**src/rtl/mux_scan_n.sv**
```systemverilog
// mux_scan_n: registered N-channel multiplexer with manual select and a
// masked auto-scan mode. Each scanned channel is held for DWELL cycles.
// Optional build macro MUX_PARITY_EN adds a registered 'parity' output. It is
// the XOR of 'out' and is forced to 0 whenever 'out' is inactive.
//
// Handshake: there is no back-pressure. 'valid' qualifies 'out' and 'chan' on
// every cycle. When 'valid' is 0, 'out' is 0 and the consumer must ignore it.
// 'wrap' is a one-cycle pulse aligned with the first cycle of the new 'chan'.
module mux_scan_n #(
  parameter int   WIDTH    = 8,
  parameter int   CHANNELS = 4,
  parameter int   DWELL    = 4,
  localparam int  SEL_W    = $clog2(CHANNELS)
) (
  input  logic                      clk,
  input  logic                      rst,
  input  logic [CHANNELS*WIDTH-1:0] in,
  input  logic [SEL_W-1:0]          s,
  input  logic                      mode,
  input  logic                      enable,
  input  logic [CHANNELS-1:0]       mask,
  output logic [WIDTH-1:0]          out,
  output logic [SEL_W-1:0]          chan,
  output logic                      valid,
  output logic                      wrap
`ifdef MUX_PARITY_EN
  ,
  output logic                      parity
`endif
);

  typedef enum logic [1:0] {IDLE, MANUAL, SCAN} state_t;

  localparam logic [SEL_W:0] CH_LIM     = (SEL_W+1)'(CHANNELS);
  localparam logic [7:0]     DWELL_LAST = 8'(DWELL - 1);

  // Current FSM state; kept as a named register so checkers can bind to it.
  state_t           state;
  logic [7:0]       cnt;

  logic [WIDTH-1:0] ch_data [CHANNELS];
  logic             s_ok;
  logic [SEL_W-1:0] low_idx;
  logic [SEL_W-1:0] above_idx;
  logic             above_found;
  logic [SEL_W-1:0] adv_idx;
  logic             adv_wrap;

  state_t           nxt_state;
  logic [WIDTH-1:0] nxt_out;
  logic [SEL_W-1:0] nxt_chan;
  logic             nxt_valid;
  logic             nxt_wrap;
  logic [7:0]       nxt_cnt;

  // Unpack the flattened input bus into per-channel words.
  always_comb begin
    for (int k = 0; k < CHANNELS; k++) begin
      ch_data[k] = in[k*WIDTH +: WIDTH];
    end
  end

  // The manual select is only legal below CHANNELS (non power-of-two counts).
  assign s_ok = ({1'b0, s} < CH_LIM);

  // Scan search: the lowest set mask bit, and the lowest set bit above chan.
  // Advancing picks 'above' when it exists; otherwise it wraps to the lowest.
  always_comb begin
    low_idx     = '0;
    above_idx   = '0;
    above_found = 1'b0;
    for (int k = CHANNELS - 1; k >= 0; k--) begin
      if (mask[k]) begin
        low_idx = SEL_W'(k);
        if (k > int'(chan)) begin
          above_idx   = SEL_W'(k);
          above_found = 1'b1;
        end
      end
    end
    adv_idx  = above_found ? above_idx : low_idx;
    adv_wrap = !above_found;
  end

  // Next-state and next-output decision. Priority is enable, then mode.
  always_comb begin
    nxt_state = state;
    nxt_out   = out;
    nxt_chan  = chan;
    nxt_valid = valid;
    nxt_wrap  = 1'b0;
    nxt_cnt   = cnt;
    if (!enable) begin
      nxt_state = IDLE;
      nxt_out   = '0;
      nxt_valid = 1'b0;
      nxt_cnt   = '0;
    end else if (!mode) begin
      nxt_state = MANUAL;
      nxt_cnt   = '0;
      if (s_ok) begin
        nxt_out   = ch_data[s];
        nxt_chan  = s;
        nxt_valid = 1'b1;
      end else begin
        nxt_out   = '0;
        nxt_valid = 1'b0;
      end
    end else begin
      nxt_state = SCAN;
      if (mask == '0) begin
        // Nothing to scan: park with chan held until a bit is set again.
        nxt_out   = '0;
        nxt_valid = 1'b0;
        nxt_cnt   = '0;
      end else if (state != SCAN || !valid) begin
        // Entry or resume after an empty mask: start at the lowest channel.
        nxt_chan  = low_idx;
        nxt_out   = ch_data[low_idx];
        nxt_valid = 1'b1;
        nxt_cnt   = '0;
      end else if (!mask[chan] || cnt == DWELL_LAST) begin
        // Dwell expired, or the current channel was dropped from the mask.
        nxt_chan  = adv_idx;
        nxt_out   = ch_data[adv_idx];
        nxt_valid = 1'b1;
        nxt_wrap  = adv_wrap;
        nxt_cnt   = '0;
      end else begin
        // Hold the channel but keep tracking its live data.
        nxt_out   = ch_data[chan];
        nxt_valid = 1'b1;
        nxt_cnt   = cnt + 8'd1;
      end
    end
  end

  // State register and registered outputs.
  always_ff @(posedge clk) begin
    if (rst) begin
      state <= IDLE;
      out   <= '0;
      chan  <= '0;
      valid <= 1'b0;
      wrap  <= 1'b0;
      cnt   <= '0;
    end else begin
      state <= nxt_state;
      out   <= nxt_out;
      chan  <= nxt_chan;
      valid <= nxt_valid;
      wrap  <= nxt_wrap;
      cnt   <= nxt_cnt;
    end
  end

`ifdef MUX_PARITY_EN
  // Parity of the word being registered; nxt_out is already 0 when inactive.
  always_ff @(posedge clk) begin
    if (rst) begin
      parity <= 1'b0;
    end else begin
      parity <= ^nxt_out;
    end
  end
`endif

endmodule

```
**config.mk**
```make
export PLATFORM = sky130hd
export DESIGN_NAME = mux_scan_n
export DESIGN_NICKNAME = d
export VERILOG_FILES = /design/src/rtl/mux_scan_n.sv
export SDC_FILE = /design/constraint.sdc
export NUM_CORES = 1
export LEC_CHECK = 0
export ABC_AREA = 1
export CAP_MARGIN = 25
export CORE_MARGIN = 5
export CORE_UTILIZATION = 44
export DETAILED_ROUTE_END_ITERATION = 12
export DONT_BUFFER_PORTS = 1
export GPL_TIMING_DRIVEN = 0
export PLACE_DENSITY_LB_ADDON = 0.3
export RECOVER_POWER = 100
export SYNTH_ARGS = -nofsm -noshare
export SYNTH_HDL_FRONTEND = slang
export SYNTH_SLANG_ARGS = --single-unit
```
**constraint.sdc**
```tcl
create_clock -name clk -period 1.8 [get_ports clk]
set_input_delay 0.18 -clock clk [delete_from_list [all_inputs] [get_ports clk]]
set_output_delay 0.18 -clock clk [all_outputs]
set_load 0.05 [all_outputs]
```
==> flow_metrics.env, run 1 <==
export IMPL_final_max_slew_viol_count=0
export IMPL_yosysTopAreaCellShare_pct=19.3
export IMPL_worstSkewPairLatency_ns=0.28
export IMPL_cts_root_buf="clkbuf_8"
export IMPL_drt_initial_drc_count=313
export IMPL_dr_pass1_iters=5
export IMPL_numCtsBuffers=3
export IMPL_regArea_um2=453
export IMPL_hold_viol=0
export IMPL_clock_sinks=22
export IMPL_synth_nets=423
export IMPL_hold_buffers=0
export IMPL_grt_pass1_vias=2557
export IMPL_required_ns=1.98
export IMPL_setup_viol=0
export IMPL_fin_area_um2=2750
export IMPL_syn_area_um2=2280
export IMPL_postSynth_asyncResetShare_pct=0
export IMPL_die_x_um=82.1
export IMPL_critPathMaxFanout=9
export IMPL_r2r_cells=8
export IMPL_place_area_um2=2370
export IMPL_core_area_um2=5070
export IMPL_fin_ws_ns=0.0650
export IMPL_n_antenna_cell=0
export IMPL_worst_pin_slew_ns=0.886
export IMPL_avgSynthCellArea_um2=6.01
export IMPL_die_area_um2=6730
export IMPL_overflow=0
export IMPL_num_vias=2762
export IMPL_synthCells=380
export IMPL_track_usage_pct=24.1
export IMPL_drt_wirelength_per_cell_um=17.4
export IMPL_endpoint_kind="flip-flop"
export IMPL_synth_most_common_cell="nand2_1"
export IMPL_drv_cap=0
export IMPL_finalCritPeriodShare_pct=96.4
export IMPL_nFillCells=511
export IMPL_yosys_warnings=0
export IMPL_cellLeakagePower_uw=0.00120
export IMPL_io_pins=54
export IMPL_worstHoldPathCells=2
export IMPL_dp_hpwl_um=5490
export IMPL_grt_pass1_wl_um=12500
export IMPL_synth_largest_area_cell="dfxtp_1"
export IMPL_synth_seq_cells=22
export IMPL_core_rowCount=26
export IMPL_cts_buffer_depth=2
export IMPL_powerDensity_nw_per_um2=624
export IMPL_min_period_ns=1.73
export IMPL_synth_area_leaders="dfxtp_1, nand2_1, nand3_1"
export IMPL_route_detailed_drc=0
export IMPL_via_per_inst=5.84
export IMPL_yosysSeqAreaShare_pct=19.3
export IMPL_synth_main_ff_cell="dfxtp_1"
export IMPL_clock_fmax_mhz=576
export IMPL_io_buffers=0
export IMPL_outcome="completed"
export IMPL_synth_edf_count=0
export IMPL_dieHeight_um=82.1
export IMPL_multi_input_area_um2=1680
export IMPL_antenna_found_initial=0
export IMPL_initial_utilization_pct=45.0
export IMPL_ant_nets=0
export IMPL_gp_congestion=0.965
export IMPL_area_growth_synth_to_final_pct=20.5
export IMPL_clk_pin_slew_worst_paths_ns=0.10
export IMPL_pre_cts_ws_ns=-0.139
export IMPL_instances_no_fill=473
export IMPL_synth_cell_types=35
export IMPL_clock_skew_ns=0.0106
export IMPL_critPathLaunchType="flip-flop"
export IMPL_rsz0062_at_grt="true"
export IMPL_worstHoldPathType="input pin to flip-flop"
export IMPL_path_class="flip-flop to flip-flop"
export IMPL_h_tree_depth=1
export IMPL_wl_um=8210
export IMPL_final_layout_size_suffix_gt1_share_pct=22.1
export IMPL_slew_headroom_pct=40.7
export IMPL_layout_nets=447
export IMPL_arrival_ns=1.92
export IMPL_power_uw=1720
export IMPL_cts_tree="yes"
export IMPL_synth_commonest_cells="nand2_1, nor2_1, nand3_1"
export IMPL_grt_max_degree=14
export IMPL_numPlacedInstances=450
export IMPL_irDropWorstVdd_uv=410
[where the power goes]
part | switching (uW) | leakage [uW] | internal (uW) | total (uW)
clock network | 190 | 0.0000357 | 298 | 488
registers | 65.4 | 0.000182 | 504 | 569
logic | 388 | 0.000980 | 274 | 661
total | 643 | 0.00120 | 1080 | 1720
[cell usage in the layout, fill, tap and decap left out, types with 2 or more instances in the layout]
cell / netlist / final
nor2_1: 57 / 56
buf_6: 4 / 4
nand2_2: 11 / 11
dfxtp_4: 0 / 3
o221ai_1: 7 / 7
nand3_1: 49 / 45
o32ai_1: 4 / 4
buf_4: 2 / 16
buf_2: 3 / 2
nand2_4: 5 / 6
dfxtp_1: 22 / 18
nand3_2: 9 / 13
inv_1: 29 / 29
clkbuf_8: 0 / 3
nand2_1: 87 / 85
nor3_1: 7 / 7
o21ai_0: 28 / 27
o22ai_1: 2 / 2
nand2_8: 2 / 3
a211oi_1: 4 / 4
inv_4: 3 / 3
a21oi_1: 17 / 17
nor2_2: 1 / 2
buf_12: 0 / 4
clkbuf_1: 6 / 5
nand4_1: 3 / 3
a21oi_2: 4 / 4
o21ai_2: 2 / 3
inv_2: 3 / 2
[critical path, stage by stage (launching register included)]
cell and delay [ns]:
dfxtp_4 0.46, buf_6 0.17, inv_2 0.12, a31oi_4 0.24, nand3_2 0.23, o21ai_2 0.24
nand2_1 0.07, nand2_1 0.07, nor2_1 0.05
[path summary, 6_finish.rpt]
path | startpoint | end | slack (ns)
setup / recovery | chan[0] | chan[1] | 0.07
hold / removal | enable | state[1] | 0.05
setup reg to reg | chan[0] | chan[1] | 0.07
hold reg to reg | cnt[0] | cnt[0] | 0.45
[registers in the layout (all words and copies together) (netlist names)]
name	count
cnt	8
out	8
chan	2
state	2
valid	1
wrap	1
[cells by family after synthesis]
| group | count (synthesis) | synth area share, % |
|---|---|---|
| flip-flops | 22 | 19.3 |
| adder cells (fa/ha/maj) | 1 | 0.548 |
| AND/OR/NAND/NOR | 233 | 49.0 |
| XOR/XNOR | 2 | 0.767 |
| AO/OA/AOI/OAI | 71 | 19.4 |
| buffers and inverters | 51 | 11.0 |
[stage by stage]
| stage | hold slack (ns) | setup TNS [ns] | utilization, % |
|---|---|---|---|
| global route | 0.0838 | -0.0836 | 54.2 |
| finish | 0.0499 | 0 | 54.2 |
| floorplan | 0.336 | 0 | - |
| global placement | 0.349 | -1.21 | 46.8 |
| detailed placement | 0.349 | -1.41 | 46.8 |
| CTS | 0.0434 | 0 | 49.5 |
[layout make-up]
class,count,area share (%)
tap,70,3.18
clock inverter,1,1.09
clock buffer,3,1.50
sequential,22,16.5
buffer,15,4.41
multi-input combinational,308,60.9
inverter,35,5.32
timing repair buffer,19,7.18
[layer usage]
layer  global-route usage, %  share of wire [%]  up-vias
met5                       0                  0        -
met4                    9.14                2.7        0
met3                    4.39                 11       28
met2                    38.9                 46      167
met1                    31.6                 40     1243
li1                        -                  -     1324
[repair_timing]
action                                  CTS  global route
setup buffers                             6            12
endpoints found under the setup margin   18            19
gates resized for setup                   6            23
cloned                                    0             2
pin swaps                                 2            14
Note: power is estimated with default switching activity, not from simulation.
==> run 2, diff against run 1 <==
--- a/config.mk
+++ b/config.mk
@@ -9,6 +9,7 @@
 export CAP_MARGIN = 25
 export CORE_MARGIN = 5
 export CORE_UTILIZATION = 44
+export CTS_BUF_LIST = sky130_fd_sc_hd__clkbuf_2
 export DETAILED_ROUTE_END_ITERATION = 12
 export DONT_BUFFER_PORTS = 1
 export GPL_TIMING_DRIVEN = 0
==> flow_metrics.env, run 2 (synthesis gave the netlist of run 1 again) <==
export IMPL_h_tree_depth=1
export IMPL_die_area_um2=6730
export IMPL_place_area_um2=2370
export IMPL_fin_ws_ns=0.0659
export IMPL_fin_util_pct=53.7
export IMPL_critPathTopFamily="buffers and inverters"
export IMPL_n_antenna_cell=0
export IMPL_arrival_ns=2.06
export IMPL_min_period_ns=1.73
export IMPL_clk_pin_slew_worst_paths_ns=0.30
export IMPL_mostFrequentLayoutCells="nand2_1, nor2_1, nand3_1, inv_1, o21ai_0"
export IMPL_pre_cts_ws_ns=-0.139
export IMPL_powerDensity_nw_per_um2=587
export IMPL_finalCritPeriodShare_pct=96.3
export IMPL_violations="negative hold slack"
export IMPL_path_class="flip-flop to flip-flop"
export IMPL_core_area_um2=5070
export IMPL_grt_max_degree=18
export IMPL_clock_skew_ns=0.0419
export IMPL_setup_viol=0
export IMPL_overflow=0
export IMPL_drt_initial_drc_count=199
export IMPL_grt_pass1_wl_um=12500
export IMPL_hold_viol=1
export IMPL_critPathMaxStageDelay_ns=0.52
export IMPL_power_uw=1600
export IMPL_io_buffers=0
export IMPL_worstHoldPathType="input pin to flip-flop"
export IMPL_final_max_slew_viol_count=0
export IMPL_ant_nets=0
export IMPL_worst_pin_slew_ns=0.848
export IMPL_endpoint_kind="flip-flop"
export IMPL_critPathLaunchType="flip-flop"
export IMPL_dr_pass1_iters=5
export IMPL_path_cells="buf_8 -> buf_4 -> a21oi_1 -> o21ai_1 -> nand3_4 -> buf_6 -> nor2_4 -> inv_2 -> a21oi_2"
export IMPL_cellLeakagePower_uw=0.00118
export IMPL_numCtsBuffers=3
export IMPL_track_usage_pct=24.0
export IMPL_dieHeight_um=82.1
export IMPL_clock_fmax_mhz=577
export IMPL_grt_pass1_vias=2549
export IMPL_required_ns=2.13
export IMPL_die_x_um=82.1
export IMPL_whs_ns=-0.0198
export IMPL_cts_root_buf="clkbuf_2"
export IMPL_fin_area_um2=2730
export IMPL_outcome="finished, violations left"
export IMPL_crit_buf_inv=4
export IMPL_final_layout_size_suffix_gt1_share_pct=20.7
export IMPL_layout_commonest_cell="nand2_1"
export IMPL_cts_buffer_depth=2
export IMPL_dp_hpwl_um=5490
export IMPL_top_regs="cnt (8), out (8)"
export IMPL_drt_wirelength_per_cell_um=17.3
export IMPL_gp_congestion=0.965
export IMPL_layout_nets=449
export IMPL_core_rowCount=26
export IMPL_slew_headroom_pct=43.3
export IMPL_route_detailed_drc=0
export IMPL_via_per_inst=5.80
export IMPL_antenna_found_initial=0
export IMPL_cts_tree="yes"
export IMPL_initial_utilization_pct=45.0
export IMPL_critPathMaxFanout=10
export IMPL_worstSkewPairLatency_ns=0.41
export IMPL_irDropWorstVdd_uv=434
export IMPL_clock_sinks=22
export IMPL_num_vias=2753
export IMPL_wl_um=8200
export IMPL_area_growth_synth_to_final_pct=19.3
export IMPL_crit_slowest_cell="dfxtp_4"
export IMPL_drv_cap=0
export IMPL_io_pins=54
run 2: path summary, 6_finish.rpt:
check / from / endpoint / slack, ns / depth (start not counted)
max: chan[1] / cnt[2] / 0.07 / 9
max reg2reg: chan[1] / cnt[2] / 0.07 / 9
min reg2reg: cnt[0] / cnt[0] / 0.46 / 1
min: in[26] / out[2] / -0.02 / 4
run 2: timing repair:
item / in CTS / in global routing
hold buffers: 4 / 3
hold endpoints to repair: 4 / 2
setup buffers: 7 / 8
pin swaps: 4 / 11
cloned: 0 / 2
gates resized for setup: 7 / 23
endpoints found under the setup margin: 19 / 16
run 2: per-stage QoR:
| step | TNS (ns) | instances |
|---|---|---|
| finish | 0 | 475 |
| global route | -0.238 | 475 |
| CTS | 0 | 464 |
| detailed placement | -1.41 | 450 |
| global placement | -1.21 | 450 |
| floorplan | 0 | 380 |
run 2: power by group:
part | internal, uW | switching, uW | leakage (uW)
Sequential | 505 | 65.4 | 0.000183
Combinational | 260 | 378 | 0.000967
Clock | 191 | 202 | 0.0000266
run 2: layer usage:
layer | wire [um] | vias to the layer above | part of all wire (%) | global-route usage, %
li1 | - | 1327 | - | -
met1 | 3390 | 1263 | 41 | 31.5
met2 | 3830 | 142 | 47 | 39.1
met3 | 736 | 21 | 9.0 | 4.17
met4 | 238 | 0 | 2.9 | 8.64
met5 | 0 | - | 0 | 0
run 2: area by class of cell:
type / count / area [um2]
buffer: 14 / 108
fill: 523 / 2350
clock buffer: 3 / 15.0
multi-input combinational: 308 / 1670
tap: 70 / 87.6
sequential: 22 / 457
inverter: 35 / 144
timing repair buffer: 22 / 220
clock inverter: 1 / 30.0
run 2: tightest hold or removal path, cell delays in order:
cell	delay, ns
nand2_1	0.04
a211oi_1	0.07
nand2_1	0.07
nand2_1	0.04
==> run 3, diff against run 2 <==
--- a/config.mk
+++ b/config.mk
@@ -15,6 +15,7 @@
 export GPL_TIMING_DRIVEN = 0
 export PLACE_DENSITY_LB_ADDON = 0.3
 export RECOVER_POWER = 100
+export SETUP_SLACK_MARGIN = 0.2
 export SYNTH_ARGS = -nofsm -noshare
 export SYNTH_HDL_FRONTEND = slang
 export SYNTH_SLANG_ARGS = --single-unit
==> flow_metrics.env, run 3 (synthesis gave the netlist of run 1 again) <==
export IMPL_hold_viol=4
export IMPL_clkPwrFrac_pct=22.1
export IMPL_drt_wirelength_per_cell_um=18.2
export IMPL_critPathLaunchType="flip-flop"
export IMPL_r2r_end="out[4]"
export IMPL_grt_pass1_wl_um=13700
export IMPL_worstHoldPathCells=4
export IMPL_p_int_uw=1030
export IMPL_final_layout_size_suffix_gt1_share_pct=28.1
export IMPL_power_switching_uw=682
export IMPL_whs_ns=-0.0163
export IMPL_use_met1_pct=30.5
export IMPL_top_regs="cnt (8), out (8)"
export IMPL_via_per_inst=5.95
export IMPL_p_sw_share_pct=39.8
export IMPL_irDropWorstVdd_uv=405
export IMPL_min_to="out[7]"
export IMPL_worst_pin_slew_ns=0.900
export IMPL_instances_no_fill=486
export IMPL_cts_buffer_depth=2
export IMPL_die_x_um=82.1
export IMPL_path_class="flip-flop to flip-flop"
export IMPL_gp_congestion=0.926
export IMPL_endpoint_kind="flip-flop"
export IMPL_violations="negative hold slack"
export IMPL_cts_tree="yes"
export IMPL_arrival_ns=1.98
export IMPL_grt_pass1_vias=2734
export IMPL_dp_hpwl_um=5680
export IMPL_clock_sinks=22
export IMPL_core_area_um2=5070
export IMPL_numCtsBuffers=3
export IMPL_powerDensity_nw_per_um2=576
export IMPL_clk_pin_slew_worst_paths_ns=0.31
export IMPL_p_seq_share_pct=33.4
export IMPL_critPathMaxFanout=10
export IMPL_mostFrequentLayoutCells="nand2_1, nor2_1, nand3_1, inv_1, o21ai_0"
export IMPL_grt_busiest_layer="met2"
export IMPL_route_detailed_drc=0
export IMPL_num_vias=2891
export IMPL_dieHeight_um=82.1
export IMPL_dr_pass1_iters=7
export IMPL_fin_util_pct=58.6
export IMPL_drt_initial_drc_count=352
export IMPL_wl_um=8850
export IMPL_n_antenna_cell=0
export IMPL_die_area_um2=6730
export IMPL_layout_nets=460
export IMPL_setup_viol=0
export IMPL_overflow=0
export IMPL_nFillCells=471
export IMPL_regArea_um2=454
export IMPL_slew_headroom_pct=39.8
export IMPL_antenna_found_initial=0
export IMPL_track_usage_pct=26.5
export IMPL_finalCritPeriodShare_pct=95.8
export IMPL_core_rowCount=26
export IMPL_rrSetupSlack_ns=0.08
export IMPL_outcome="finished, violations left"
export IMPL_clock_skew_ns=0.0728
export IMPL_io_pins=54
export IMPL_multi_input_area_um2=1780
export IMPL_rsz0062_at_grt="true"
export IMPL_setup_tns_ns=0
export IMPL_grt_use_met2_pct=45.4
export IMPL_min_period_ns=1.72
export IMPL_h_tree_depth=1
export IMPL_required_ns=2.05
export IMPL_power_share_combinational_pct=44.5
export IMPL_io_buffers=0
export IMPL_use_met3_pct=7.13
export IMPL_final_max_slew_viol_count=0
export IMPL_r2r_cells=11
export IMPL_layout_commonest_cell="nand2_1"
export IMPL_drv_cap=0
export IMPL_worstSkewPairLatency_ns=0.40
export IMPL_timing_rr_start="chan[0]"
export IMPL_area_growth_synth_to_final_pct=30.1
export IMPL_clock_fmax_mhz=580
export IMPL_cts_root_buf="clkbuf_2"
export IMPL_ant_nets=0
export IMPL_power_uw=1710
export IMPL_initial_utilization_pct=45.0
export IMPL_min_from="in[31]"
export IMPL_numPlacedInstances=450
export IMPL_grt_max_degree=14
export IMPL_worstHoldPathType="input pin to flip-flop"
export IMPL_cellLeakagePower_uw=0.00127
==> run 3: stage by stage <==
| step | cell area (um2) | worst slack, ns |
|---|---|---|
| finish | 2970 | 0.0765 |
| global route | 2970 | 0.0227 |
| CTS | 2900 | 0.123 |
| detailed placement | 2410 | -0.0696 |
| global placement | 2410 | -0.0870 |
| floorplan | 2320 | 0.187 |
==> run 3: worst max-delay path, stage by stage (launching register included) <==
cell and delay [ns]:
dfxtp_4 0.45, buf_8 0.15, buf_4 0.14, nor2_4 0.13, nand2_4 0.12, buf_4 0.20, nand3_1 0.11, nand3_2 0.09
nand3_2 0.07, nand2_1 0.05, nand2_1 0.05, nand2_1 0.06
==> run 3: cell type report <==
cell class	count	share of cell area, %
inverters	35	5.01
repair buffers	32	10.9
clock inverters	1	1.01
plain buffers	16	4.59
flip-flops and latches	22	15.3
multi-input cells	307	59.7
clock buffers	3	0.505
well taps	70	2.95
==> run 3: power by group through the flow <==
stage                     sequential (uW)  combinational (uW)  clock [uW]
after floorplan                       579                 421           0
after global placement                582                 517           0
after detailed placement              582                 527           0
after CTS                             573                 714         378
after global routing                  575                 813         408
final                                 572                 762         379
==> run 3: how the worst max path moves through the flow <==
stage             from  endpoint
6_report       chan[0]    out[4]
5_1_grt        chan[0]    cnt[2]
4_1_cts        chan[1]    out[4]
2_1_floorplan  chan[1]    out[2]
3_5_place_dp     valid    out[1]
3_3_place_gp     valid    out[1]
==> run 3: layer usage <==
metal	vias to the layer above	part of all wire [%]	routed length [um]
li1	1351	-	-
met1	1296	36	3220
met2	208	48	4230
met3	36	12	1100
met4	0	3.4	299
met5	-	0	0
==> run 3: what timing repair did <==
item                                   4_1_cts  5_1_grt
endpoints found under the hold margin        3        1
setup endpoints to repair                   19       19
hold buffers                                 3        1
pin swaps                                   15       15
gates cloned                                 2        0
setup buffers                               25        1
gates resized for setup                     42       18
